<file path="src/rtl/uart_program_loader_pkg.sv">
// Shared definitions for the UART program loader and its users.
// Holds the receiver and loader state encodings, the default sync marker,
// the checksum width and the stack-core opcodes shared with the core and benches.
package uart_program_loader_pkg;

    typedef enum logic [1:0] {
        RX_IDLE,
        RX_START,
        RX_DATA,
        RX_STOP
    } rx_state_e;

    typedef enum logic [1:0] {
        LD_WAIT_SYNC,
        LD_GET_LEN,
        LD_GET_DATA,
        LD_GET_CSUM
    } ld_state_e;

    localparam logic [7:0] SYNC_BYTE_DEF = 8'hA5;
    localparam int         CSUM_W        = 8;

    // Stack-core opcodes
    localparam logic [7:0] OP_PUSH0 = 8'h00;
    localparam logic [7:0] OP_INC   = 8'h02;
    localparam logic [7:0] OP_POP   = 8'h03;

endpackage

</file>
<file path="src/rtl/uart_rx_byte.sv">
// 8N1 UART byte receiver with a 2-flop input synchroniser.
// Ports:
//   clk_i, rst_i      clock, synchronous active-high reset
//   rx_i              asynchronous serial line, idles high
//   byte_valid_o      1-cycle pulse, byte_data_o holds the received byte
//   byte_data_o       last received byte (LSB first on the wire)
//   frame_err_o       1-cycle pulse when the stop bit samples low
module uart_rx_byte
    import uart_program_loader_pkg::*;
#(
    parameter int CLKS_PER_BIT = 139
) (
    input  logic       clk_i,
    input  logic       rst_i,
    input  logic       rx_i,
    output logic       byte_valid_o,
    output logic [7:0] byte_data_o,
    output logic       frame_err_o
);
    localparam int CNT_W = (CLKS_PER_BIT > 1) ? $clog2(CLKS_PER_BIT) : 1;
    localparam logic [CNT_W-1:0] CNT_HALF = CNT_W'(CLKS_PER_BIT / 2 - 1);
    localparam logic [CNT_W-1:0] CNT_FULL = CNT_W'(CLKS_PER_BIT - 1);

    logic             rx_meta_q, rx_sync_q, rx_prev_q;
    rx_state_e        state_q, state_d;
    logic [CNT_W-1:0] cnt_q, cnt_d;
    logic [2:0]       bit_q, bit_d;
    logic [7:0]       shift_q, shift_d;
    logic             valid_q, valid_d;
    logic             ferr_q, ferr_d;

    always_ff @(posedge clk_i) begin
        if (rst_i) begin
            rx_meta_q <= 1'b1;
            rx_sync_q <= 1'b1;
            rx_prev_q <= 1'b1;
            state_q   <= RX_IDLE;
            cnt_q     <= '0;
            bit_q     <= '0;
            shift_q   <= '0;
            valid_q   <= 1'b0;
            ferr_q    <= 1'b0;
        end else begin
            rx_meta_q <= rx_i;
            rx_sync_q <= rx_meta_q;
            rx_prev_q <= rx_sync_q;
            state_q   <= state_d;
            cnt_q     <= cnt_d;
            bit_q     <= bit_d;
            shift_q   <= shift_d;
            valid_q   <= valid_d;
            ferr_q    <= ferr_d;
        end
    end

    always_comb begin
        state_d = state_q;
        cnt_d   = cnt_q + 1'b1;
        bit_d   = bit_q;
        shift_d = shift_q;
        valid_d = 1'b0;
        ferr_d  = 1'b0;
        case (state_q)
            RX_IDLE: begin
                cnt_d = '0;
                if (!rx_sync_q && rx_prev_q) state_d = RX_START;
            end
            RX_START: begin
                // Half a bit in: a line that is high again was only a glitch.
                if (cnt_q == CNT_HALF) begin
                    cnt_d   = '0;
                    bit_d   = '0;
                    state_d = rx_sync_q ? RX_IDLE : RX_DATA;
                end
            end
            RX_DATA: begin
                if (cnt_q == CNT_FULL) begin
                    cnt_d   = '0;
                    shift_d = {rx_sync_q, shift_q[7:1]};
                    bit_d   = bit_q + 3'd1;
                    if (bit_q == 3'd7) state_d = RX_STOP;
                end
            end
            RX_STOP: begin
                if (cnt_q == CNT_FULL) begin
                    cnt_d   = '0;
                    valid_d = rx_sync_q;
                    ferr_d  = !rx_sync_q;
                    state_d = RX_IDLE;
                end
            end
            default: state_d = RX_IDLE;
        endcase
    end

    assign byte_valid_o = valid_q;
    assign byte_data_o  = shift_q;
    assign frame_err_o  = ferr_q;

endmodule

</file>
<file path="src/rtl/uart_program_loader.sv">
// UART program loader: parses frames SYNC, len, len instruction bytes, XOR
// checksum, and writes the instructions into the core's program memory.
// Ports:
//   CLK, RST          clock, synchronous active-high reset
//   rx                UART receive line
//   prog_we/addr/wdata  program memory write port (1-cycle strobe)
//   prog_len          number of valid instructions
//   core_hold         stalls the core while memory may be inconsistent
//   load_done         1-cycle pulse, frame accepted
//   load_error        1-cycle pulse, frame rejected
module uart_program_loader
    import uart_program_loader_pkg::*;
#(
    parameter int         CLKS_PER_BIT = 139,
    parameter int         ADDR_W       = 8,
    parameter logic [7:0] SYNC_BYTE    = SYNC_BYTE_DEF,
    parameter int         TIMEOUT_CLKS = 1600000,
    parameter int         RESET_LEN    = 4
) (
    input  logic              CLK,
    input  logic              RST,
    input  logic              rx,
    output logic              prog_we,
    output logic [ADDR_W-1:0] prog_addr,
    output logic [7:0]        prog_wdata,
    output logic [ADDR_W:0]   prog_len,
    output logic              core_hold,
    output logic              load_done,
    output logic              load_error
);
    localparam int TMO_W = $clog2(TIMEOUT_CLKS + 1);
    localparam logic [TMO_W-1:0] TMO_LAST = TMO_W'(TIMEOUT_CLKS - 1);

    logic       byte_valid, frame_err;
    logic [7:0] byte_data;

    uart_rx_byte #(.CLKS_PER_BIT(CLKS_PER_BIT)) u_rx (
        .clk_i       (CLK),
        .rst_i       (RST),
        .rx_i        (rx),
        .byte_valid_o(byte_valid),
        .byte_data_o (byte_data),
        .frame_err_o (frame_err)
    );

    ld_state_e         state_q, state_d;
    logic [7:0]        len_q, len_d;
    logic [7:0]        rem_q, rem_d;
    logic [CSUM_W-1:0] csum_q, csum_d;
    logic [ADDR_W-1:0] addr_q, addr_d;
    logic [TMO_W-1:0]  tmo_q, tmo_d;
    logic [ADDR_W:0]   prog_len_q, prog_len_d;
    logic              hold_q, hold_d;
    logic              we_q, we_d;
    logic [ADDR_W-1:0] waddr_q, waddr_d;
    logic [7:0]        wdata_q, wdata_d;
    logic              done_q, done_d;
    logic              err_q, err_d;
    logic              fail;

    always_ff @(posedge CLK) begin
        if (RST) begin
            state_q    <= LD_WAIT_SYNC;
            len_q      <= '0;
            rem_q      <= '0;
            csum_q     <= '0;
            addr_q     <= '0;
            tmo_q      <= '0;
            prog_len_q <= (ADDR_W+1)'(RESET_LEN);
            hold_q     <= 1'b0;
            we_q       <= 1'b0;
            waddr_q    <= '0;
            wdata_q    <= '0;
            done_q     <= 1'b0;
            err_q      <= 1'b0;
        end else begin
            state_q    <= state_d;
            len_q      <= len_d;
            rem_q      <= rem_d;
            csum_q     <= csum_d;
            addr_q     <= addr_d;
            tmo_q      <= tmo_d;
            prog_len_q <= prog_len_d;
            hold_q     <= hold_d;
            we_q       <= we_d;
            waddr_q    <= waddr_d;
            wdata_q    <= wdata_d;
            done_q     <= done_d;
            err_q      <= err_d;
        end
    end

    always_comb begin
        state_d    = state_q;
        len_d      = len_q;
        rem_d      = rem_q;
        csum_d     = csum_q;
        addr_d     = addr_q;
        prog_len_d = prog_len_q;
        hold_d     = hold_q;
        we_d       = 1'b0;
        waddr_d    = waddr_q;
        wdata_d    = wdata_q;
        done_d     = 1'b0;
        err_d      = 1'b0;
        fail       = 1'b0;

        // tmo_q reads k in the k-th cycle after byte_valid, so the registered
        // error pulse lands exactly TIMEOUT_CLKS cycles after the last byte.
        if (byte_valid)                  tmo_d = TMO_W'(1);
        else if (state_q != LD_WAIT_SYNC) tmo_d = tmo_q + 1'b1;
        else                             tmo_d = '0;

        case (state_q)
            LD_WAIT_SYNC: begin
                if (byte_valid && byte_data == SYNC_BYTE) begin
                    hold_d  = 1'b1;
                    csum_d  = '0;
                    state_d = LD_GET_LEN;
                end
            end
            LD_GET_LEN: begin
                if (byte_valid) begin
                    if (byte_data == 8'd0) begin
                        fail = 1'b1;
                    end else begin
                        len_d   = byte_data;
                        rem_d   = byte_data;
                        csum_d  = byte_data;
                        addr_d  = '0;
                        state_d = LD_GET_DATA;
                    end
                end
            end
            LD_GET_DATA: begin
                // Every byte here is an instruction, including SYNC_BYTE values.
                if (byte_valid) begin
                    we_d    = 1'b1;
                    waddr_d = addr_q;
                    wdata_d = byte_data;
                    csum_d  = csum_q ^ byte_data;
                    addr_d  = addr_q + 1'b1;
                    rem_d   = rem_q - 8'd1;
                    if (rem_q == 8'd1) state_d = LD_GET_CSUM;
                end
            end
            LD_GET_CSUM: begin
                if (byte_valid) begin
                    if (byte_data == csum_q) begin
                        prog_len_d = (ADDR_W+1)'(len_q);
                        hold_d     = 1'b0;
                        done_d     = 1'b1;
                        state_d    = LD_WAIT_SYNC;
                    end else begin
                        fail = 1'b1;
                    end
                end
            end
            default: state_d = LD_WAIT_SYNC;
        endcase

        if (state_q != LD_WAIT_SYNC && (frame_err || (!byte_valid && tmo_q == TMO_LAST)))
            fail = 1'b1;

        // core_hold deliberately stays set: memory may be partly overwritten.
        if (fail) begin
            err_d   = 1'b1;
            state_d = LD_WAIT_SYNC;
        end
    end

    assign prog_we    = we_q;
    assign prog_addr  = waddr_q;
    assign prog_wdata = wdata_q;
    assign prog_len   = prog_len_q;
    assign core_hold  = hold_q;
    assign load_done  = done_q;
    assign load_error = err_q;

endmodule

</file>
<file path="config.mk">
export PLATFORM = sky130hd
export DESIGN_NAME = uart_program_loader
export DESIGN_NICKNAME = d
export VERILOG_FILES = /design/src/rtl/uart_program_loader_pkg.sv /design/src/rtl/uart_rx_byte.sv /design/src/rtl/uart_program_loader.sv
export SDC_FILE = /design/constraint.sdc
export NUM_CORES = 1
export LEC_CHECK = 0
export BUFFER_PORTS_ARGS = -buffer_cell sky130_fd_sc_hd__buf_4
export CAP_MARGIN = 20
export CORE_ASPECT_RATIO = 1.5
export CORE_UTILIZATION = 40
export DETAILED_ROUTE_END_ITERATION = 10
export PLACE_DENSITY_LB_ADDON = 0.2
export SYNTH_ARGS = -nofsm -noshare
export SYNTH_HDL_FRONTEND = slang
export SYNTH_SLANG_ARGS = --single-unit
</file>
<file path="constraint.sdc">
create_clock -name CLK -period 2.9 [get_ports CLK]
set_input_delay 0.29 -clock CLK [delete_from_list [all_inputs] [get_ports CLK]]
set_output_delay 0.29 -clock CLK [all_outputs]
set_load 0.02 [all_outputs]
</file>
* Yosys cells after proc, flatten, opt, wreduce, memory -nomap -nowiden
Cells that the tools add are included.
Storage, ports and cells: register bits after elaboration 109, latch bits 0, bits in writable memories 0, ROM bits 0, output and inout port bits 29, word-level logic and storage cells 139, memories 0
Operators by class: add/sub/neg operators 5, $mul 0, divide/modulo/power cells 0, magnitude comparators 0, eq/ne operators 25, shift operators 0, muxes and demuxes 47, bitwise operators 8, reduce and logical (&&, ||, !) cells 31
Operator list (count):
- $mux W8 | 10
- $pmux W8 S3 | 2
- $pmux W8 S2 | 2
- $mux W2 | 13
- $add A21 B1 Y21 const B | 1
- $eq A21 B21 Y1 const B | 1
- $add A8 B1 Y8 const B | 2
- $eq A8 B8 Y1 const B | 2
- $ne A2 B1 Y1 const B | 8
- $pmux W2 S4 | 2
- $mux W1 | 13
- $reduce_and A5 Y1 | 2
- $reduce_and A3 Y1 | 3
- $reduce_or A3 Y1 | 3
- $eq A2 B2 Y1 const B | 4
- $eq A8 B1 Y1 const B | 1
- $eq A8 B7 Y1 const B | 1
- $eq A8 B8 Y1 | 1
- $logic_not A8 Y1 | 1
- $ne A2 B2 Y1 const B | 4
- $reduce_and A4 Y1 | 2
- $reduce_bool A2 Y1 | 4
- $sub A8 B1 Y8 const B | 1
- $xor A8 B8 Y8 | 1
- other kinds (15) | 32

* Depth between registers and ports, before layout
Gate-level depths: netlist of the first run.
depth after elaboration 6, depth in mapped cells 9

* Cells and area by module
A second synthesis of the first run with hierarchy kept.
Unflattened totals: cell total of the unflattened synthesis 590, area total of the unflattened synthesis 4952.2 um^2
Modules (own cells, without submodules):
- uart_program_loader | instances 1, cells each 470, area each 3860.0 um^2, sequential area each 1661.6 um^2
- uart_rx_byte | instances 1, cells each 120, area each 1092.3 um^2, sequential area each 520.5 um^2

* Worst setup path after synthesis of the first run
OpenSTA, ideal clock, no wires.
kind register to register, start reg state_q[0], end reg rem_q[4], arrival time 1.777 ns, required time 2.814 ns, slack 1.038 ns, cell stages (with the launch flop) 9, buffers on the path 2, path through dfxtp_1 inv_1 ha_1 clkbuf_1 nor2_1 a311oi_2 buf_2 a21oi_1 a211oi_1
On the way: longest elaborated chain between the ends 3
RTL lines:
- start, declared | RTL line uart_program_loader.sv:46 | ld_state_e state_q, state_d;
- start signal, assigned | RTL line uart_program_loader.sv:77 | state_q <= state_d;
- $eq A2 B1 Y1 / $eq A2 B2 Y1 (equally long branches) | RTL line uart_program_loader.sv:114 | case (state_q)
- $ne A2 B1 Y1 (no line) (tied with other cells)
- $reduce_and A4 Y1 (no line)
- end signal, assigned | RTL line uart_program_loader.sv:79 | rem_q <= rem_d;
- end, declared | RTL line uart_program_loader.sv:48 | logic [7:0] rem_q, rem_d;
Several ways; a longest one is shown, not always the timed one. A chain may end at the register's enable or synchronous reset.

* Final worst setup path of the first run
start reg u_rx.shift_q[4] (netlist: u_rx.byte_data_o[4]), end reg state_q[0]
On the way: longest elaborated chain between the ends 6
RTL lines:
- start, declared | RTL line uart_rx_byte.sv:28 | logic [7:0] shift_q, shift_d;
- start signal, assigned | RTL line uart_rx_byte.sv:50 | shift_q <= shift_d;
- $eq A8 B8 Y1 / $logic_not A8 Y1 (equally long branches) | RTL line uart_program_loader.sv:149, uart_program_loader.sv:124
- $mux W1, on equally long branches | RTL line uart_program_loader.sv:149, uart_program_loader.sv:124
- $mux W1, on equally long branches | RTL line uart_program_loader.sv:148, uart_program_loader.sv:123
- $pmux W1 S2 | RTL line uart_program_loader.sv:114
- $mux W1 | RTL line uart_program_loader.sv:162 | if (state_q != LD_WAIT_SYNC && (frame_err || (!byte_valid && tmo_q == TMO_LAST)))
- $reduce_or A2 Y1 (no line)
Several ways; a longest one is shown, not always the timed one.

==> metrics.md, run 1 <==
| Metric | Value |
|---|---|
| Worst slack after detailed placement | `0.7813 ns` |
| Sum of internal, switching and leakage power | `3.206 mW` |
| Core outline area | `12450 µm²` |
| Multiplexer share of the synthesized area | `4.919%` |
| Share of the clock period used by the worst path after layout | `73.64%` |
| Syn avg cell area | `8.650 µm²` |
| Total number of yosys warnings | `0` |
| Run status | `finished, final reports clean` |
| Worst max-slew margin expressed relative to the limit | `50.00%` |
| Data required time at the worst endpoint | `3.14 ns` |
| Final wirelength | `11150 µm` |
| Number of antenna violations at the first check in global routing | `0` |
| Synth Area in Compound Gates | `12.31%` |
| Via count | `4038` |
| First DRT Iteration DRCs | `245` |
| Number of design rule violations left after detail routing | `0` |
| Clock latency on the worst-skew pair | `0.35 ns` |
| Maxcap violations | `0` |
| Post-synthesis simple-gate area fraction | `24.69%` |
| Clock root buffer master | `clkbuf_16` |
| TritonCTS clock tree | `built` |
| Clock slew at reported path FFs | `0.07 ns` |
| Leakage dissipation | `2.154 nW` |
| Post-Layout Cell Count | `767` |
| Number of fill cells | `1208` |
| Drt via density | `5.265` |
| Setup violation total in the final timing report | `0` |
| Post-Syn Nets | `612` |
| Inserted Diodes | `0` |
| Number of buffers added by the clock tree synthesis step | `9` |
| Level count of the clock H-tree | `3` |
| Number of sinks on the clock net | `109` |
| Max FO, Critical Path | `9` |
| Die W | `94.31 µm` |
| Maximum number of pins on one net before global-route repair | `42` |
| Peak ir drop on the vdd network | `0.2751 mV` |
| RSZ-0062 raised after global routing | `false` |
| Wire length per cell after detailed routing | `14.53 µm` |
| Fin Clk Skew | `0.006703 ns` |
| Top_reg_cell synth | `dfxtp_1` |
| Cell area after layout | `5776 µm²` |
| Main combinational cell family by area after synthesis | `simple AND/OR/NAND/NOR gates` |
| Inst Count DP | `751` |
| Total die area | `13250 µm²` |
| Count of endpoints failing hold in the final timing report | `0` |
| PostCTS Resize Cnt | `0` |
| Global-route wire length before repair | `18550 µm` |
| NumNets Final | `627` |
| Number of synthesized register bits | `109` |
| Met1 track demand over resource | `19.99%` |
| Fraction of final layout cells sized beyond drive strength 1 | `12.11%` |
| Clock buffer depth | `2` |
| Cell area after synthesis | `5112 µm²` |
| Post-DRT Antenna Nets | `0` |
| Floorplan die height | `140.5 µm` |
| Overflow after GRT | `0` |
| Count of hold-fix buffers inserted at cts | `0` |
| Final weighted congestion in routability-driven placement | `0.7944` |
| Slew Viols, Final | `0` |
| Final Critical Period | `2.135 ns` |
| Number of detailed-route iterations in the first pass | `4` |
| Kind of path behind the tightest hold check | `primary input to register` |
| Kind of critical path | `register to register` |
| Critical Path AT | `2.37 ns` |
| Transition time at the pin with the least slew margin | `0.7479 ns` |
| Post-place instance area | `5425 µm²` |
| Fraction of met2 tracks used by global routing | `32.15%` |
| Distinct cell type count after synthesis | `59` |
| Boundary pin count | `32` |
| Share of synthesized cell area in full adder, half adder and majority cells | `4.405%` |
| Synthesis-to-finish area growth | `12.97%` |
| Number of enable flip-flop cells after synthesis | `0` |
| Number of rows in the core area | `50` |
| Number of global-route vias before repair | `3910` |
| Cell accounting for the most synthesized area | `dfxtp_1` |
| Number of buffers inserted to repair setup after CTS | `0` |
| Top area cells in the synthesized netlist | `dfxtp_1, nand2_1, nor2_1` |
| XOR/XNOR share of the synthesized area | `6.681%` |
| Met3 track demand over resource in global routing | `3.692%` |
| Post-DP HPWL | `7782 µm` |
| Kind of start point of the critical path | `register` |
| Number of instances in the synthesized netlist | `591` |
| Starting density of the core | `41.07%` |
| Pwr Density | `555.1 nW/µm²` |
| Highest achievable clock rate | `468.3 MHz` |
| Critical Path End Type | `register` |
| Smallest setup slack after layout | `0.7645 ns` |
| Proportion of register bits with asynchronous set or reset after synthesis | `0%` |
| Final-layout setup total negative slack | `0 ns` |
| Area fraction of the dominant cell type after synthesis | `42.68%` |
| Part of the Yosys area used for sequential elements | `42.68%` |
| Global-route layer with the greatest usage | `met2` |
| Total GRT Usage | `17.90%` |
| Count of buffers inserted at the top-level ports | `30` |
report_power, final:
part | switching, mW | total (mW) | internal [mW] | leakage (nW)
Clock | 0.550 | 1.42 | 0.872 | 0.170
Sequential | 0.0158 | 1.53 | 1.51 | 0.878
Combinational | 0.189 | 0.259 | 0.0695 | 1.11
logic make-up (layout without fill, tap and decap cells):
logic type,after synthesis,after routing
other cells,1,1
fa+ha+maj,18,18
xor+xnor,39,39
buf+inv,49,69
mux,25,25
simple gates,246,246
flops,109,109
compound gates,104,104
cell usage in the layout (no fill, tap or decap), types with 6 or more instances in the layout:
cell type	Yosys	layout
dfxtp_1	109	109
nand2_1	72	72
xor2_1	28	28
o21ai_0	30	30
buf_4	2	36
nor2b_1	11	11
ha_1	18	18
nor3_1	6	6
clkbuf_16	0	9
and3_1	8	8
a21o_1	6	6
inv_1	17	17
nand4_1	13	13
xnor2_1	11	11
a21oi_1	45	45
nor2_1	69	69
nand3_1	27	27
and4_1	6	6
mux2i_1	24	24
state kept, by name, summed over array words and instances (netlist names), 3 cells and up, named ones only:
register and count:
u_rx.bit_q 3, tmo_q 21, prog_len 8, prog_addr 8, prog_wdata 8, rem_q 8
csum_q 8, u_rx.cnt_q 8, len_q 8, u_rx.byte_data_o 8, addr_q 8
worst max-delay path, cell delays in order, from the launching register on:
cell      delay, ns
dfxtp_1        0.43
nor4_4         0.52
a31oi_2        0.21
a221oi_1       0.53
nand4_1        0.16
nor3b_2        0.18
path summary, 6_finish.rpt:
path / cells after the start / from / endpoint / slack [ns]
worst min register to register: 1 / u_rx.rx_meta_q / u_rx.rx_sync_q / 0.41
worst max register to register: 5 / u_rx.byte_data_o[4] / state_q[0] / 0.76
worst min-delay path: 2 / rx / u_rx.rx_meta_q / 0.13
worst max-delay path: 5 / u_rx.byte_data_o[4] / state_q[0] / 0.76
metrics by stage:
stage	hold slack [ns]	util [%]
final	0.1257	46.39
after global routing	0.1099	46.39
after CTS	0.1119	46.39
after detailed placement	0.3938	43.58
after global placement	0.3915	43.58
after floorplan	0.3895	-
layer usage:
metal | wire, µm | part of all wire (%)
met5 | 0 | 0
met4 | 227 | 2.0
met3 | 333 | 3.0
met2 | 5836 | 52
met1 | 4750 | 43
cell usage after synthesis (all sizes together) (2+ instances only):
cell,n
nand3,27
nand2,72
nor4,8
dfxtp,109
a311o,2
nor2b,11
a21oi,45
nor3b,3
or2,5
nand4,13
or3b,2
and2,2
o22ai,2
nor4b,3
nor2,69
or3,2
xnor2,11
clkbuf,20
xor2,28
or4,2
a211oi,3
mux2i,24
buf,12
a221oi,2
ha,18
and3,9
a21o,6
o2bb2ai,2
inv,17
o21ai,32
nor3,6
and4,6
final cells by class:
| type | count | area (µm²) | share of cell area (%) |
|---|---|---|---|
| multi-input combinational | 433 | 2714 | 46.99 |
| sequential | 109 | 2182 | 37.78 |
| timing repair buffer | 36 | 270.3 | 4.679 |
| clock buffer | 11 | 242.7 | 4.203 |
| tap | 156 | 195.2 | 3.380 |
| clock inverter | 5 | 107.6 | 1.863 |
| inverter | 17 | 63.81 | 1.105 |
Power figures use the tool's default switching activity.
==> run 2, diff against run 1 <==
- clock period: 2.9 -> 1.8 ns (I/O delays scaled with it)
==> run 2 against run 1 <==
  * The flow now finishes with violations (negative setup slack)
  * Global-route usage is 1.4 points higher
  * Core utilization up 6.1 points
  * Worst hold slack got worse by 0.12 ns
  * Fmax increased by 18%
  * Clock power increased by 53%
  * Cell count is 8.3% higher
  * Die area unchanged
  * Via count grew 7.2%
  * Non-clock buffer count rose by 64
  * Design area rose by 13%
  * Combinational power rose to 2.6 times the previous value
  * Largest power group unchanged
  * Highest routed layer unchanged
==> metrics.md, run 2 (synthesized netlist as in run 1, its figures left out) <==
| Metric | Value |
|---|---|
| Number of fill cells | `1168 (-3.3%)` |
| Post-DP HPWL | `8502 µm (+9.2%)` |
| Clock slew at reported path FFs | `0.07 ns (about the same)` |
| Max FO, Critical Path | `3 (-6)` |
| Level count of the clock H-tree | `3 (unchanged)` |
| Count of endpoints failing hold in the final timing report | `0 (unchanged)` |
| Boundary pin count | `32 (unchanged)` |
| Global-route wire length before repair | `20150 µm (+8.6%)` |
| Critical Path End Type | `register` |
| Number of buffers added by the clock tree synthesis step | `9 (unchanged)` |
| Pint | `3.961 mW (+62%)` |
| Highest achievable clock rate | `550.8 MHz (+18%)` |
| Drt via density | `5.208 (-1.1%)` |
| Relative contribution of the clock network to total power | `41.0% (-3.3 points)` |
| Sequential cell fraction of total power | `46.5% (-1.1 points)` |
| Overflow after GRT | `0 (unchanged)` |
| Count of buffers inserted at the top-level ports | `30 (unchanged)` |
| Share of the clock period used by the worst path after layout | `100.9% (+27 points)` |
| Number of design rule violations left after detail routing | `0 (unchanged)` |
| Die W | `94.31 µm (unchanged)` |
| Total die area | `13250 µm² (unchanged)` |
| Commonest non-fill, non-tap cell in the layout | `dfxtp_1` |
| Kind of path behind the tightest hold check | `primary input to register` |
| Number of antenna violations at the first check in global routing | `0 (unchanged)` |
| Clock buffer depth | `2 (unchanged)` |
| Slew Viols, Final | `0 (unchanged)` |
| Cell area after layout | `6531 µm² (+13%)` |
| Data required time at the worst endpoint | `2.09 ns (-1.05 ns)` |
| Number of flip-flops under the largest register name | `21 (unchanged)` |
| Worst slack after detailed placement | `-0.03319 ns (-0.8145 ns)` |
| Wire length per cell after detailed routing | `14.77 µm (+1.6%)` |
| Peak ir drop on the vdd network | `0.4907 mV (+78%)` |
| Number of rows in the core area | `50 (unchanged)` |
| Switching power | `1.327 mW (+76%)` |
| Floorplan die height | `140.5 µm (unchanged)` |
| Power share of the combinational group | `12.5% (+4.4 points)` |
| RSZ-0062 raised after global routing | `true` |
| NumNets Final | `691 (+10%)` |
| Number of sinks on the clock net | `109 (unchanged)` |
| Number of global-route vias before repair | `4253 (+8.8%)` |
| Clock latency on the worst-skew pair | `0.36 ns (about the same)` |
| Setup violation total in the final timing report | `2 (+2)` |
| Kind of critical path | `register to register` |
| Post-place instance area | `5823 µm² (+7.3%)` |
| Switching share of total power | `25.09% (+1.5 points)` |
| Inserted Diodes | `0 (unchanged)` |
| Post-DRT Antenna Nets | `0 (unchanged)` |
| Clock root buffer master | `clkbuf_16` |
| First DRT Iteration DRCs | `293 (+20%)` |
| Leading cell types in the layout, fill and taps excluded | `dfxtp_1, buf_4, nand2_1` |
| Final wirelength | `12270 µm (+10%)` |
| Smallest setup slack after layout | `-0.01559 ns (-0.7801 ns)` |
| Total GRT Usage | `19.28% (+1.4 points)` |
| Flop2flop setup slack | `-0.02 ns (-0.78 ns)` |
| Register with the highest flop count | `tmo_q` |
| Critical Path AT | `2.10 ns (-0.27 ns)` |
| Leakage dissipation | `2.492 nW (+16%)` |
| Pwr Density | `809.6 nW/µm² (+46%)` |
| Fraction of final layout cells sized beyond drive strength 1 | `26.96% (+15 points)` |
| Core outline area | `12450 µm² (unchanged)` |
| Inst Count DP | `799 (+6.4%)` |
| Count of hold-fix buffers inserted at cts | `0 (unchanged)` |
| Starting density of the core | `41.07% (unchanged)` |
| End-of-flow core utilization | `52.46% (+6.1 points)` |
| Maximum number of pins on one net before global-route repair | `37 (-12%)` |
| Post-Layout Cell Count | `831 (+8.3%)` |
| TritonCTS clock tree | `built` |
| Final weighted congestion in routability-driven placement | `0.7842 (-1.3%)` |
| Fin Clk Skew | `0.008305 ns (+0.001602 ns)` |
| Synthesis-to-finish area growth | `27.75%` |
| Violations in the final reports | `negative setup slack` |
| Hold Worst Slack | `0.003520 ns (-0.1222 ns)` |
| Via count | `4328 (+7.2%)` |
| Number of detailed-route iterations in the first pass | `4 (unchanged)` |
| Maxcap violations | `0 (unchanged)` |
| Run status | `complete, but fails checks` |
| Kind of start point of the critical path | `register` |
| Final Critical Period | `1.816 ns (-0.3199 ns)` |
==> run 2: changes by cell type in the layout (fill, tap and decap cells not counted), sizes merged <==
| cell | before | now |
|---|---|---|
| buf | 36 | 99 |
| clkinvlp | 0 | 2 |
| bufinv | 3 | 2 |
| clkbuf | 11 | 12 |
| clkinv | 2 | 1 |
==> run 2: per-stage QoR <==
stage / setup TNS (ns) / total power, mW
finish: -0.03013 / 5.288
global route: -0.2571 / 5.476
CTS: -0.07866 / 5.248
detailed placement: -0.1514 / 3.047
global placement: -0.04987 / 3.040
floorplan: -0.01920 / 2.825
==> run 2: power groups by stage <==
| stage | registers (mW) | clock network [mW] | logic [mW] |
|---|---|---|---|
| global route | 2.46 | 2.30 | 0.717 |
| finish | 2.46 | 2.17 | 0.662 |
| detailed placement | 2.51 | 0 | 0.535 |
| floorplan | 2.51 | 0 | 0.317 |
| global placement | 2.51 | 0 | 0.529 |
| CTS | 2.46 | 2.21 | 0.584 |
==> run 2: area by class of cell <==
cell class / count / area (µm²) / share of cell area, %
Clock buffer: 11 / 242.7 / 3.716
Clock inverter: 5 / 83.83 / 1.284
Inverter: 17 / 63.81 / 0.9770
Multi-Input combinational cell: 433 / 2918 / 44.67
Sequential cell: 109 / 2218 / 33.97
Tap cell: 156 / 195.2 / 2.989
Timing Repair Buffer: 100 / 809.5 / 12.39
==> run 2: worst max-delay path, stage by stage (launching register included) <==
cell and delay [ns]:
dfxtp_1 0.31, or4b_4 0.56, o21ai_4 0.21, nand4_1 0.12, or4_1 0.41, a21oi_1 0.14
==> run 2: worst paths after layout <==
path | endpoint | cells past startpoint | start
worst max-delay path | register | 5 | u_rx.cnt_q[2]
worst min-delay path | u_rx.rx_meta_q | 2 | rx
worst max register to register | register | 5 | u_rx.cnt_q[2]
worst min register to register | u_rx.rx_sync_q | 1 | u_rx.rx_meta_q
==> run 2: metal layers <==
| metal | up-vias | global-route usage (%) | wire length (µm) |
|---|---|---|---|
| met5 | - | 0 | 0 |
| li1 | 2178 | - | - |
| met3 | 22 | 2.986 | 257 |
| met4 | 0 | 8.664 | 297 |
| met1 | 2069 | 21.93 | 5101 |
| met2 | 59 | 34.59 | 6616 |
==> run 2: what timing repair did <==
| action | CTS | global route |
|---|---|---|
| resized for setup | 17 | 51 |
| setup buffers | 3 | 10 |
| setup endpoints to repair | 19 | 70 |
| pin swaps | 4 | 20 |
| cloned | 0 | 3 |
==> run 3, diff against run 2 <==
--- a/config.mk
+++ b/config.mk
@@ -7,5 +7,4 @@
 export LEC_CHECK = 0
 export BUFFER_PORTS_ARGS = -buffer_cell sky130_fd_sc_hd__buf_4
-export CAP_MARGIN = 20
 export CORE_ASPECT_RATIO = 1.5
 export CORE_UTILIZATION = 40
==> constraint.sdc (replaced) <==
create_clock -name CLK -period 1.8 [get_ports CLK]
set_input_delay 0.36 -clock CLK [delete_from_list [all_inputs] [get_ports CLK]]
set_output_delay 0.36 -clock CLK [all_outputs]
set_load 0.02 [all_outputs]
==> run 3 against run 2 <==
  * The run still ends with negative setup slack left
  * Combinational power fell by 3.5%
  * Via count grew 0.16%
  * Worst hold slack better by 0.19 ns
  * Setup slack worse by 0.023 ns
  * Design area is 2.9% lower
  * Routed wire length grew 0.27%
  * Critical path type unchanged
==> metrics.md, run 3 (synthesized netlist as in run 1, its figures left out) <==
| Metric | Value |
|---|---|
| Run status | `complete, but fails checks` |
| Violations in the final reports | `negative setup slack` |
| Inserted Diodes | `0 (unchanged)` |
| Die W | `94.31 µm (unchanged)` |
| Synthesis-to-finish area growth | `24.06%` |
| TritonCTS clock tree | `built` |
| Leakage dissipation | `2.420 nW (-2.9%)` |
| Global-route wire length before repair | `20130 µm (-0.13%)` |
| NumNets Final | `681 (-1.4%)` |
| End-of-flow core utilization | `50.94% (-1.5 points)` |
| Fin Clk Skew | `0.005762 ns (-0.002543 ns)` |
| Floorplan die height | `140.5 µm (unchanged)` |
| Via count | `4335 (+0.16%)` |
| Cell area after layout | `6342 µm² (-2.9%)` |
| Post-place instance area | `5796 µm² (-0.47%)` |
| Clock latency on the worst-skew pair | `0.35 ns (about the same)` |
| Inst Count DP | `797 (-0.25%)` |
| Number of rows in the core area | `50 (unchanged)` |
| Starting density of the core | `41.07% (unchanged)` |
| Total GRT Usage | `19.33% (+0.052 points)` |
| Count of endpoints failing hold in the final timing report | `0 (unchanged)` |
| Max FO, Critical Path | `6 (+3)` |
| Number of antenna violations at the first check in global routing | `0 (unchanged)` |
| Commonest non-fill, non-tap cell in the layout | `dfxtp_1` |
| Peak ir drop on the vdd network | `0.4886 mV (-0.43%)` |
| Critical Path End Type | `register` |
| Clock root buffer master | `clkbuf_16` |
| Slew Viols, Final | `0 (unchanged)` |
| Kind of path behind the tightest hold check | `primary input to register` |
| Register with the highest flop count | `tmo_q` |
| Setup violation total in the final timing report | `4 (+2)` |
| Clock buffer depth | `2 (unchanged)` |
| Post-DP HPWL | `8582 µm (+0.94%)` |
| Data required time at the worst endpoint | `2.09 ns (about the same)` |
| Final wirelength | `12310 µm (+0.27%)` |
| Wire length per cell after detailed routing | `15.01 µm (+1.6%)` |
| Highest achievable clock rate | `544.0 MHz (-1.2%)` |
| Number of sinks on the clock net | `109 (unchanged)` |
| First DRT Iteration DRCs | `234 (-20%)` |
| Final Critical Period | `1.838 ns (+0.02274 ns)` |
| Boundary pin count | `32 (unchanged)` |
| Number of design rule violations left after detail routing | `0 (unchanged)` |
| Smallest setup slack after layout | `-0.03833 ns (-0.02274 ns)` |
| Post-Layout Cell Count | `820 (-1.3%)` |
| Maximum number of pins on one net before global-route repair | `25 (-32%)` |
| Number of global-route vias before repair | `4254 (+0.024%)` |
| Critical Path AT | `2.12 ns (+0.02 ns)` |
| Overflow after GRT | `0 (unchanged)` |
| Pwr Density | `796.1 nW/µm² (-1.7%)` |
| Number of detailed-route iterations in the first pass | `4 (unchanged)` |
| Final weighted congestion in routability-driven placement | `0.8470 (+8.0%)` |
| Sum of internal, switching and leakage power | `5.049 mW (-4.5%)` |
| Count of buffers inserted at the top-level ports | `30 (unchanged)` |
| Leading cell types in the layout, fill and taps excluded | `dfxtp_1, buf_4, nand2_1` |
| Fraction of final layout cells sized beyond drive strength 1 | `25.00% (-2.0 points)` |
| Hold Worst Slack | `0.1904 ns (+0.1869 ns)` |
| Share of the clock period used by the worst path after layout | `102.1% (+1.3 points)` |
| Kind of critical path | `register to register` |
| Number of flip-flops under the largest register name | `21 (unchanged)` |
| Kind of start point of the critical path | `register` |
| Maxcap violations | `0 (unchanged)` |
| Clock slew at reported path FFs | `0.07 ns (about the same)` |
| RSZ-0062 raised after global routing | `true` |
| Total die area | `13250 µm² (unchanged)` |
| Post-DRT Antenna Nets | `0 (unchanged)` |
| Level count of the clock H-tree | `3 (unchanged)` |
| Number of buffers added by the clock tree synthesis step | `9 (unchanged)` |
| Core outline area | `12450 µm² (unchanged)` |
| Drt via density | `5.287 (+1.5%)` |
[run 3: changes by cell type in the layout (fill, tap and decap cells not counted), sizes merged]
cell,previous run,this run
clkinvlp,2,3
inv,17,16
bufinv,2,1
buf,99,90
clkbuf,12,11
[run 3: worst max-delay path: stages (launching register included)]
cell     delay [ns]
dfxtp_1        0.31
or4b_4         0.57
o21ai_4        0.18
buf_4          0.15
nand3_4        0.08
or3b_1         0.37
a21oi_1        0.12
[run 3: worst paths after layout]
check	start	to	slack, ns	cells after the start
setup / recovery	u_rx.cnt_q[4]	u_rx.bit_q[0]	-0.04	6
setup reg to reg	u_rx.cnt_q[4]	u_rx.bit_q[0]	-0.04	6
hold / removal	rx	u_rx.rx_meta_q	0.19	2
hold reg to reg	u_rx.rx_meta_q	u_rx.rx_sync_q	0.41	1
[run 3: report_power, final]
part	total (mW)	leakage [nW]	internal [mW]	switching, mW
clock network	1.95	0.132	1.07	0.875
logic	0.639	1.41	0.263	0.376
registers	2.46	0.883	2.43	0.0323
total	5.05	2.42	3.77	1.28
[run 3: per-stage QoR]
stage / setup slack (ns) / setup TNS [ns]
global placement: -0.02096 / -0.02096
global route: -0.08343 / -1.269
CTS: -0.003540 / -0.003540
finish: -0.03833 / -0.06389
detailed placement: -0.05040 / -0.07793
floorplan: -0.01647 / -0.01920
[run 3: cell type report]
| cell class | instances | area [µm²] |
|---|---|---|
| fillers | 1153 | 6107 |
| multi-input cells | 433 | 2892 |
| flip-flops and latches | 109 | 2197 |
| repair buffers | 90 | 708.2 |
| clock buffers | 11 | 232.7 |
| well taps | 156 | 195.2 |
| inverters | 17 | 67.56 |
| clock inverters | 4 | 50.05 |
[run 3: metal layers]
metal	track usage [%]	vias to the layer above	routed length, µm
met5	0	-	0
met4	9.474	0	381
met3	2.769	26	244
met2	35.01	55	6582
met1	21.51	2088	5097
li1	-	2166	-
[run 3: repair_timing]
item	in CTS	in global routing
pin swaps	2	21
endpoints found under the setup margin	8	54
gates resized for setup	9	49
hold buffers	0	0
setup buffers	1	7
